$ cat src/rtl/serial_magnitude_restore.sv
// Bit-serial two's-complement to sign-magnitude converter.
// LSB-first "copy up to first 1, then invert", one bit per clock.
module serial_magnitude_restore #(
   parameter int WIDTH = 24
) (
   input  logic             clk,
   input  logic             rst,
   input  logic             in_valid,
   output logic             in_ready,
   input  logic [WIDTH-1:0] in_data,
   output logic             out_valid,
   input  logic             out_ready,
   output logic [WIDTH-1:0] out_mag,
   output logic             out_sign,
   output logic             out_zero
);

   localparam int CW = $clog2(WIDTH) + 1;
   localparam logic [CW-1:0] LAST = CW'(WIDTH - 1);

   typedef enum logic [1:0] {
      IDLE,
      SHIFT,
      DONE
   } state_e;

   state_e           state_q, state_d;
   logic [WIDTH-1:0] work_q, work_d;
   logic [WIDTH-1:0] res_q, res_d;
   logic [CW-1:0]    cnt_q, cnt_d;
   logic             seen_q, seen_d;
   logic             sign_q, sign_d;
   logic [WIDTH-1:0] mag_q, mag_d;
   logic             osign_q, osign_d;
   logic             zero_q, zero_d;

   logic             b;
   logic             r;

   always_ff @(posedge clk or posedge rst) begin
      if (rst) begin
         state_q <= IDLE;
         work_q  <= '0;
         res_q   <= '0;
         cnt_q   <= '0;
         seen_q  <= 1'b0;
         sign_q  <= 1'b0;
         mag_q   <= '0;
         osign_q <= 1'b0;
         zero_q  <= 1'b0;
      end else begin
         state_q <= state_d;
         work_q  <= work_d;
         res_q   <= res_d;
         cnt_q   <= cnt_d;
         seen_q  <= seen_d;
         sign_q  <= sign_d;
         mag_q   <= mag_d;
         osign_q <= osign_d;
         zero_q  <= zero_d;
      end
   end

   // Bits above the first 1 are inverted only for negative operands.
   assign b = work_q[0];
   assign r = (sign_q && seen_q) ? ~b : b;

   always_comb begin
      state_d   = state_q;
      work_d    = work_q;
      res_d     = res_q;
      cnt_d     = cnt_q;
      seen_d    = seen_q;
      sign_d    = sign_q;
      mag_d     = mag_q;
      osign_d   = osign_q;
      zero_d    = zero_q;
      in_ready  = 1'b0;
      out_valid = 1'b0;
      unique case (state_q)
         IDLE: begin
            in_ready = 1'b1;
            if (in_valid) begin
               work_d  = in_data;
               sign_d  = in_data[WIDTH-1];
               res_d   = '0;
               cnt_d   = '0;
               seen_d  = 1'b0;
               state_d = SHIFT;
            end
         end
         SHIFT: begin
            work_d = work_q >> 1;
            res_d  = {r, res_q[WIDTH-1:1]};
            seen_d = seen_q | b;
            cnt_d  = cnt_q + CW'(1);
            if (cnt_q == LAST) begin
               mag_d   = res_d;
               osign_d = sign_q;
               zero_d  = !sign_q && !(seen_q | b);
               state_d = DONE;
            end
         end
         DONE: begin
            out_valid = 1'b1;
            if (out_ready) begin
               state_d = IDLE;
            end
         end
         default: begin
            state_d = IDLE;
         end
      endcase
   end

   assign out_mag  = mag_q;
   assign out_sign = osign_q;
   assign out_zero = zero_q;

endmodule

$ cat config.mk
export PLATFORM = sky130hd
export DESIGN_NAME = serial_magnitude_restore
export DESIGN_NICKNAME = d
export VERILOG_FILES = /design/src/rtl/serial_magnitude_restore.sv
export SDC_FILE = /design/constraint.sdc
export NUM_CORES = 1
export LEC_CHECK = 0
export ABC_AREA = 1
export CAP_MARGIN = 20
export CORE_ASPECT_RATIO = 0.5
export CORE_MARGIN = 3
export CORE_UTILIZATION = 30
export DETAILED_ROUTE_END_ITERATION = 12
export DONT_BUFFER_PORTS = 1
export GPL_TIMING_DRIVEN = 0
export SLEW_MARGIN = 30
export SYNTH_ARGS = -nofsm -noshare
export SYNTH_HDL_FRONTEND = slang
export SYNTH_SLANG_ARGS = --single-unit
$ cat constraint.sdc
create_clock -name clk -period 6.6 [get_ports clk]
set_input_delay 1.98 -clock clk [delete_from_list [all_inputs] [get_ports clk]]
set_output_delay 1.98 -clock clk [all_outputs]
set_load 0.005 [all_outputs]
Word-level counts from Yosys, hierarchy flattened

Index checks and enable logic that the tools add are counted.

Register bits: 84
Output and inout bits: 28

Eq/ne operators: 6
Add/subtract/negate cells: 1
Muxes and demuxes: 15
Reductions and logical operators: 10
Bitwise gates (word level): 2

Operators by type and width:

| operator            | count |
|---|---|
| $pmux 24 s2         | 2 |
| $mux 24             | 2 |
| $pmux 6 s2          | 1 |
| $add 6x1->6 const B | 1 |
| $eq 6x5->1 const B  | 1 |
| $mux 2              | 3 |
| $mux 6              | 1 |
| $ne 2x2->1 const B  | 3 |
| $pmux 2 s3          | 1 |
| $reduce_and 2->1    | 3 |
| $mux 1              | 4 |
| $reduce_and 3->1    | 1 |
| $eq 2x1->1 const B  | 1 |
| $eq 2x2->1 const B  | 1 |
| $logic_and 1x1->1   | 2 |
| $logic_not 1->1     | 2 |
| $logic_not 2->1     | 1 |
| $pmux 1 s2          | 1 |
| $reduce_bool 2->1   | 1 |
| $not 1->1           | 1 |
| $or 1x1->1          | 1 |

Depth between registers and ports, before layout

Word-level depth: 3
Mapped depth: 7
Mapped depth without buffers: 6

Worst setup path after synthesis

No wires, ideal clock.

Path type: in2reg
From: input port in_valid
To: register work_q[10]
Buffers on the path: 1
Arrival: 2575 ps
Path slack: 3957 ps
Setup time: 68 ps
Stages: 4
Cell sequence: o21ai_2 clkbuf_1 nand2_1 nand3_1

Cells in the longest elaborated chain, start to end: 2

Ends and longest elaborated chain:

| element                           | line | source |
|---|---|---|
| start: declaration                | 8    | `input logic in_valid,` |
| $ne 2x2->1 (no source line)       | --   |  |
| $reduce_and 2->1 (no source line) | --   |  |
| end signal: assignment            | 53   | `work_q <= work_d;` |
| end: declaration                  | 28   | `logic [WIDTH-1:0] work_q, work_d;` |

Every way passes these cells.
A chain may end at the register's enable or synchronous reset.

Final worst setup path

From: register state_q[0]
To: output port in_ready

Cells in the longest elaborated chain, start to end: 2

Ends and longest elaborated chain:

| element                  | line | source |
|---|---|---|
| start: declaration       | 27   | `state_e state_q, state_d;` |
| start signal: assignment | 52   | `state_q <= state_d;` |
| $logic_not 2->1          | 80   | `unique case (state_q)` |
| $mux 1                   | 80   |  |
| end: declaration         | 9    | `output logic in_ready,` |

Every way passes these cells.

==> reports/qor.yml <==
status: "completed"
worst_clock_skew_ns: 0.00444
cts.sink_count: 83
clk-insertion-delay-late_ns: 0.33
cts_made_buffers: 9
crit_path_max_incr_delay_ns: 0.44
power.share.clock_pct: 24.6
cts_repair_resize_count: 0
syn_avg_cell_area_um2: 8.57
synth_most_common_cell: "nand2_1"
drt_drc_violations_left: 0
synth.yosys.warnings: 0
netSwitchingFraction_pct: 37.0
max-slew-margin-rel_pct: 70.4
crit_fanout: 6
num_io_pins: 56
worstSetupPathType: "reg -> out"
total_leakage_power_uw: 0.00211
via_count_of_the_first_global_routing_pass: 2661
worst_ir_drop_vdd_mv: 0.166
synth_enable_flop_cells: 0
grt_setup_unrepaired: "no"
routed_wire_length_per_instance_um: 13.1
max-cap-violations: 0
postSynthRegisterBits: 83
synth.largest_area_cell: "dfrtp_1"
areaGrowthSynthToFinish_pct: 14.2
cts.clk_slew.worst_paths_ns: 0.06
worst_ep_required_time_ns: 4.62
placed_area_mm2: 0.00377
reg2reg_depth: 7
regToRegSetupSlack_ns: 4.99
fill_cells: 1152
share_seq_of_total_power_pct: 46.1
setup_viol_count_final: 0
dr_total_vias: 2655
antenna_left: 0
finalWorstPathRequiredPeriod_ns: 3.01
clock_path_buffers: 2
clock-root-buffer: "clkbuf_16"
die-width_um: 160
yosys-top-cells-count: "nand2_1, dfrtp_1, nand3_1"
max_freq_mhz: 333
groute.usage.overall_pct: 12.7
worstMarginPinSlew_ns: 0.445
placeableCoreArea_mm2: 0.0112
fin_total_pwr_uw: 1840
die_h_um: 82.8
dp.cells: 573
synthFlopType: "dfrtp_1"
final.setup.tns_ns: 0
die_area_mm2: 0.0132
hold_path_depth: 2
buffer_ports.inserted: 0
grt_remaining_overflow: 0
instances_no_fill: 589
synth_top_area_share_pct: 58.7
routability_cong: 0.756
postLayoutCellArea_mm2: 0.00404
internal_power_uw: 1160
r2r-start: "cnt_q[0]"
clock_tree_from_tritoncts: "yes"
power_density_mw_per_mm2: 456
htree_levels: 3
grt_first_pass_wirelength_mm: 13.5
final_hold_viol_count: 0
start_util_pct: 31.5
antenna_found_initial: 0
synth_cell_types: 19
power_frac_comb_pct: 29.2
timing.critical_path.buf_inv: 0
drt-pass1-iter-count: 7
post-route-period-util_pct: 45.6
detailed_place_hpwl_mm: 5.33
crit_slowest_cell: "dfrtp_1"
diodes: 0
route.final.wire_length_mm: 7.70
holdPathEnd: "work_q[22]"
placement_rows: 27
postCtsHoldBufs: 0
min_from: "work_q[22]"
startpoint_type: "flip-flop"
critPathTopFamily: "flip-flops"
num-nets-final: 454
finalMaxSlewViolations: 0
synth_fp_nets: 442
synthArstFlopShare_pct: 100
crit_chain: "nor2_1"
ys_seq_area_share_pct: 58.7
arrival_worst_endpoint_ns: 1.03
critPathCaptureType: "output port"
drt-vias-per-instance: 4.51
synth_area_mm2: 0.00354
detailedRoute.firstIterationViolations: 143
power.switching_uw: 681
hold_removal_path_class: "reg -> reg"
synth_area_leaders: "dfrtp_1, nand2_1, nand4_1"
post_cts_buffers: 0
grt_start_max_net_pins: 52
drive_above_1_share_pct: 10.2
crit-reg2reg-capture: "out_mag[2]"
synthCells: 413
[sequential cells by signal, indices dropped and copies added (netlist names)]
name / cells
sign_q: 1
cnt_q: 6
res_q: 23
out_mag: 24
work_q: 24
out_zero: 1
state_q: 2
seen_q: 1
out_sign: 1
[how the worst max path moves through the flow]
stage	slack, ns	from	end	cells after the start
floorplan	2.48	rst	cnt_q[0]	1
global placement	1.55	rst	out_mag[4]	1
detailed placement	3.64	in_valid	work_q[7]	4
CTS	3.56	state_q[0]	in_ready	1
global route	3.52	state_q[0]	in_ready	1
finish	3.59	state_q[0]	in_ready	1
[power by group through the flow]
stage / Combinational, uW / Sequential, uW / Clock (uW)
3_3_place_gp: 533 / 856 / 0
3_5_place_dp: 549 / 860 / 0
4_1_cts: 553 / 853 / 467
5_1_grt: 629 / 877 / 493
6_report: 539 / 850 / 454
2_1_floorplan: 433 / 818 / 0
[through the flow]
| step | setup slack, ns | hold slack, ns | utilization (%) |
|---|---|---|---|
| 2_1_floorplan | 2.48 | 0.442 | - |
| 3_5_place_dp | 3.64 | 0.471 | 33.5 |
| 6_report | 3.59 | 0.486 | 35.9 |
| 5_1_grt | 3.52 | 0.512 | 35.9 |
| 3_3_place_gp | 1.55 | 0.464 | 33.2 |
| 4_1_cts | 3.56 | 0.490 | 35.9 |
[layer usage]
metal	wire length (um)	track usage, %	vias to the layer above
met3	603	5.73	13
met4	133	4.85	0
met1	3480	15.7	1260
met5	0	0	-
met2	3480	19.5	37
li1	-	-	1345
[area by class of cell]
type / instances / area [um2] / share of cell area, %
Sequential cell: 83 / 2080 / 51.4
Multi-Input combinational cell: 296 / 1280 / 31.7
Clock inverter: 5 / 28.8 / 0.712
Clock buffer: 11 / 243 / 6.00
Inverter: 12 / 50.0 / 1.24
Tap cell: 159 / 199 / 4.92
Buffer: 22 / 136 / 3.37
Timing Repair Buffer: 1 / 27.5 / 0.681
[cells by family (layout without fill, tap and decap cells)]
kind of cell               Yosys count  in the layout  share of synthesized area (%)
and+or+nand+nor                    284            284                           34.1
DFF                                 83             83                           58.7
buffers and inverters               34             51                           5.13
AOI/OAI and AO/OA                   11             11                           1.73
adders and majority gates            1              1                          0.353
[placed cells by master (no fill, tap or decap)]
master,count
buf_6,2
inv_2,2
nor2_1,7
nand2_2,1
o31ai_1,1
o21ai_0,8
nand2_1,216
nand3_1,30
clkbuf_1,4
buf_4,7
nand3_4,1
dfrtp_1,83
nand4_1,26
a21oi_1,1
clkbuf_16,9
clkinv_2,4
clkbuf_8,1
inv_1,9
clkinv_4,1
ha_1,1
inv_6,1
buf_16,1
nor2_4,3
o21ai_2,1
buf_2,10
No activity file was read; power rests on OpenSTA's default activity.
